**src/rtl/countdown_mmss.sv**
```systemverilog
// BCD MM:SS down-counter with load/start/stop control, a one-cycle done pulse
// on reaching 00:00, a sticky expired flag and optional auto-reload.
module countdown_mmss #(
    parameter bit AUTO_RELOAD = 1'b0
) (
    input  logic       clk,
    input  logic       reset,
    input  logic       tick,
    input  logic       load,
    input  logic [7:0] load_min,
    input  logic [7:0] load_sec,
    input  logic       start,
    input  logic       stop,
    output logic [7:0] min,
    output logic [7:0] sec,
    output logic       running,
    output logic       done,
    output logic       expired
);

    typedef enum logic [1:0] {
        IDLE  = 2'd0,
        RUN   = 2'd1,
        PAUSE = 2'd2,
        DONE  = 2'd3
    } state_t;

    state_t      state_reg;
    logic [7:0]  min_reg;
    logic [7:0]  sec_reg;
    logic [15:0] reload_reg;
    logic        running_reg;
    logic        done_reg;
    logic        expired_reg;

    logic [15:0] load_raw;
    logic [15:0] load_clamped;
    logic [15:0] count;
    logic [15:0] count_dec;
    logic [3:0]  borrow;
    logic        count_is_zero;
    logic        dec_is_zero;
    logic        reload_is_zero;
    logic        can_start;

    assign load_raw = {load_min, load_sec};
    assign count    = {min_reg, sec_reg};
    assign borrow[0] = 1'b1;

    // Digit order, low to high: sec ones, sec tens, min ones, min tens.
    // Tens digits top out at 5, ones digits at 9, for both clamping and borrow wrap.
    generate
        for (genvar gi = 0; gi < 4; gi++) begin : g_digit
            localparam logic [3:0] LIMIT = (gi % 2 == 1) ? 4'd5 : 4'd9;
            logic [3:0] digit;

            assign digit = count[gi*4 +: 4];

            assign load_clamped[gi*4 +: 4] =
                (load_raw[gi*4 +: 4] > LIMIT) ? LIMIT : load_raw[gi*4 +: 4];

            assign count_dec[gi*4 +: 4] =
                !borrow[gi]        ? digit :
                (digit == 4'd0)    ? LIMIT :
                                     digit - 4'd1;

            if (gi < 3) begin : g_borrow
                assign borrow[gi+1] = borrow[gi] && (digit == 4'd0);
            end
        end
    endgenerate

    assign count_is_zero  = (count == 16'h0000);
    assign dec_is_zero    = (count_dec == 16'h0000);
    assign reload_is_zero = (reload_reg == 16'h0000);
    assign can_start      = ((state_reg == IDLE) || (state_reg == PAUSE)) && !count_is_zero;

    // A stop strobe consumes its cycle even when it has no effect, so it
    // always masks a coincident start; an ignored start does not mask a tick.
    always_ff @(posedge clk) begin
        if (reset) begin
            state_reg   <= IDLE;
            min_reg     <= 8'h00;
            sec_reg     <= 8'h00;
            reload_reg  <= 16'h0000;
            running_reg <= 1'b0;
            done_reg    <= 1'b0;
            expired_reg <= 1'b0;
        end else begin
            done_reg <= 1'b0;
            if (load) begin
                {min_reg, sec_reg} <= load_clamped;
                reload_reg         <= load_clamped;
                state_reg          <= IDLE;
                running_reg        <= 1'b0;
                expired_reg        <= 1'b0;
            end else if (stop) begin
                if (state_reg == RUN) begin
                    state_reg   <= PAUSE;
                    running_reg <= 1'b0;
                end
            end else if (start && can_start) begin
                state_reg   <= RUN;
                running_reg <= 1'b1;
            end else if (tick && (state_reg == RUN)) begin
                if (dec_is_zero) begin
                    done_reg <= 1'b1;
                    if (AUTO_RELOAD && !reload_is_zero) begin
                        {min_reg, sec_reg} <= reload_reg;
                    end else begin
                        {min_reg, sec_reg} <= 16'h0000;
                        state_reg          <= DONE;
                        running_reg        <= 1'b0;
                        expired_reg        <= 1'b1;
                    end
                end else begin
                    {min_reg, sec_reg} <= count_dec;
                end
            end
        end
    end

    assign min     = min_reg;
    assign sec     = sec_reg;
    assign running = running_reg;
    assign done    = done_reg;
    assign expired = expired_reg;

endmodule

```
**config.mk**
```make
export PLATFORM = sky130hd
export DESIGN_NAME = countdown_mmss
export DESIGN_NICKNAME = d
export VERILOG_FILES = /design/src/rtl/countdown_mmss.sv
export SDC_FILE = /design/constraint.sdc
export NUM_CORES = 1
export LEC_CHECK = 0
export CORE_UTILIZATION = 47
export DETAILED_ROUTE_END_ITERATION = 10
export PLACE_DENSITY = 0.86
export REMOVE_ABC_BUFFERS = 1
export SYNTH_ARGS = -nofsm -noshare
export SYNTH_HDL_FRONTEND = slang
export SYNTH_SLANG_ARGS = --single-unit
```
**constraint.sdc**
```tcl
create_clock -name clk -period 4.3 [get_ports clk]
set_input_delay 0.86 -clock clk [delete_from_list [all_inputs] [get_ports clk]]
set_output_delay 0.86 -clock clk [all_outputs]
set_load 0.01 [all_outputs]
```
==> results.cfg <==
[run_status]
status = completed

[global_routing]
grt_pass1_wl_um = 4730
grt-ovfl-total = 0
antenna_found_initial = 0
grt_max_degree = 20
grtUsageTotal_pct = 23.6
grt_pass1_vias = 1109

[min_path]
min_from = min[7]
hp-class = register to register

[die]
start_util_pct = 50.9
die_x_um = 51.4
rows = 17
dieArea_um2 = 2650
die_y_um = 51.4
ios = 41
design.core.area_um2 = 2250

[timing]
max_freq_mhz = 349
worst_pin_slew_ns = 0.591
finalCriticalPeriod_ns = 2.87
setup_viol = 0
maxSlewViolCount = 0
finalCritPeriodShare_pct = 66.7
tns_ns = 0
finalHoldViolations = 0
slew_headroom_pct = 60.2
fin_worst_skew_ns = 0.00217
rsz0062_at_grt = false

[setup_path]
r2r_start = sec[2]
worstSetupPathType = primary input to register
crit_start = stop
required_ns = 4.51
worstPathMaxFanout = 9
worstSetupEndpointType = register
cp-start-kind = primary input
worstPathArrival_ns = 3.08

[clock_tree]
cts.htree.levels = 1
cts-root-buf = clkbuf_4
cts_buffers = 3
clk_pin_slew_worst_paths_ns = 0.12
holdBufCountCts = 0
clock-sinks = 21
ctsResizeCount = 0
clkLatencyLatePin_ns = 0.31
cts_setup_buffers = 0
cts_tree = done
clockBufferDepth = 2

[final_layout]
area_growth_pct = 38.1
multiInputGateArea_um2 = 682
final_common_cell = clkdlybuf4s50_1
seqCellArea_um2 = 420
final_layout_size_suffix_gt1_share_pct = 4.55
fill_cells = 201
layout_common_cells = 40 x clkdlybuf4s50_1, 21 x dfxtp_1, 12 x nor2_1, 9 x o21ai_0, 8 x nor3_1
num-nets-final = 199
num_antenna_cells = 0

[detailed_routing]
routedWlPerCell_um = 14.2
drt_first_pass_iters = 4
drtAntennaViolNets = 0
viasPerCell = 6.06
drt_iter0_drc = 32
vias = 1236
drc = 0
wl_um = 2900

[yosys]
yosysWarnings = 0
syn_area_per_cell_um2 = 8.26
syn_inst = 139
syn_area_um2 = 1150
ys_seq_area_share_pct = 36.6
synth_cell_types = 43
yosys_register_bits = 21

[run]
drv_cap = 0

[pwr]
peakVddDrop_mv = 0.166
fin_total_pwr_mw = 0.411
power_density_nw_per_um2 = 259
p_leak_nw = 0.538

[place]
gp_congestion = 0.788
io_buffers = 40
place_hpwl_um = 2160
layout make-up:
type	count	area share, %
multi-input cells	106	43.0
flip-flops and latches	21	26.5
repair buffers	41	25.7
well taps	28	2.21
clock buffers	4	1.66
inverters	4	0.946
per-layer routing:
layer / wire, um / vias up / GRT usage, %
met1: 1300 / 578 / 28.7
li1: - / 616 / -
met2: 1450 / 37 / 41.6
met3: 112 / 5 / 3.57
met5: 0 / - / 0
met4: 44 / 0 / 8.56
report_power, final:
group / leakage (nW) / switching, mW / internal, mW
clock network: 0.0150 / 0.0603 / 0.0362
logic: 0.350 / 0.0445 / 0.0527
registers: 0.173 / 0.0135 / 0.204
kinds of logic after synthesis:
logic type                count (synthesis)  synth area share [%]
DFF                                      21                  36.6
AOI/OAI and AO/OA                        43                  26.8
xor gates and xnor gates                  5                  3.81
buffers and inverters                    12                  4.03
and+or+nand+nor                          58                  28.8
critical path: stages:
cell             delay (ns)
clkdlybuf4s50_1        0.48
nand4bb_1              0.46
or3_1                  0.56
or4_1                  0.43
a311oi_1               0.29
metrics by stage:
stage                     instances  hold WS, ns  cell area (um^2)  setup slack, ns  util, %
after floorplan                 131        0.504              1120             1.89        -
after detailed placement        200        0.493              1560             1.19     69.2
after CTS                       204        0.511              1590             1.49     70.4
final                           204        0.515              1590             1.43     70.4
after global placement          200        0.488              1560             1.28     69.2
after global routing            204        0.532              1590             1.36     70.4
cells in the mapped netlist:
master	count	share of area [%]
nor3_1	8	3.5
or4_4	1	0.98
nand3_1	1	0.44
a31oi_1	2	1.1
o41a_1	1	0.98
dfxtp_1	21	37
nand4_1	2	1.1
or4_1	4	2.6
or2_2	2	1.1
o31a_1	3	2.3
nand4bb_1	1	0.98
o21a_1	1	0.65
and3_1	2	1.1
nor4b_1	1	0.76
buf_1	1	0.33
or3_1	6	3.3
nor4_1	5	2.7
a21oi_1	5	2.2
a21o_1	1	0.65
clkinv_1	1	0.33
o21ai_0	9	3.9
a31o_2	1	0.76
nor2_1	12	3.9
o31ai_1	2	1.3
nand2b_1	3	1.6
o211ai_1	1	0.65
clkbuf_1	6	2.0
xnor2_1	4	3.0
and3b_1	1	0.76
buf_2	1	0.44
o311ai_0	1	0.76
a2111oi_0	1	0.76
a221oi_1	3	2.3
nand2_1	7	2.3
inv_1	3	0.98
xor2_1	1	0.76
a311oi_1	3	2.3
and4_1	1	0.76
a21boi_0	2	1.3
a211oi_1	5	3.3
a41oi_1	1	0.76
nor4bb_1	1	0.87
o311a_1	1	0.87
path summary, 6_finish.rpt:
kind / end / slack, ns / cells past startpoint
setup / recovery: min[2] / 1.43 / 5
hold / removal: min[7] / 0.52 / 1
setup reg to reg: min[5] / 2.12 / 4
hold reg to reg: min[7] / 0.52 / 1
(Power assumes the default switching activity.)
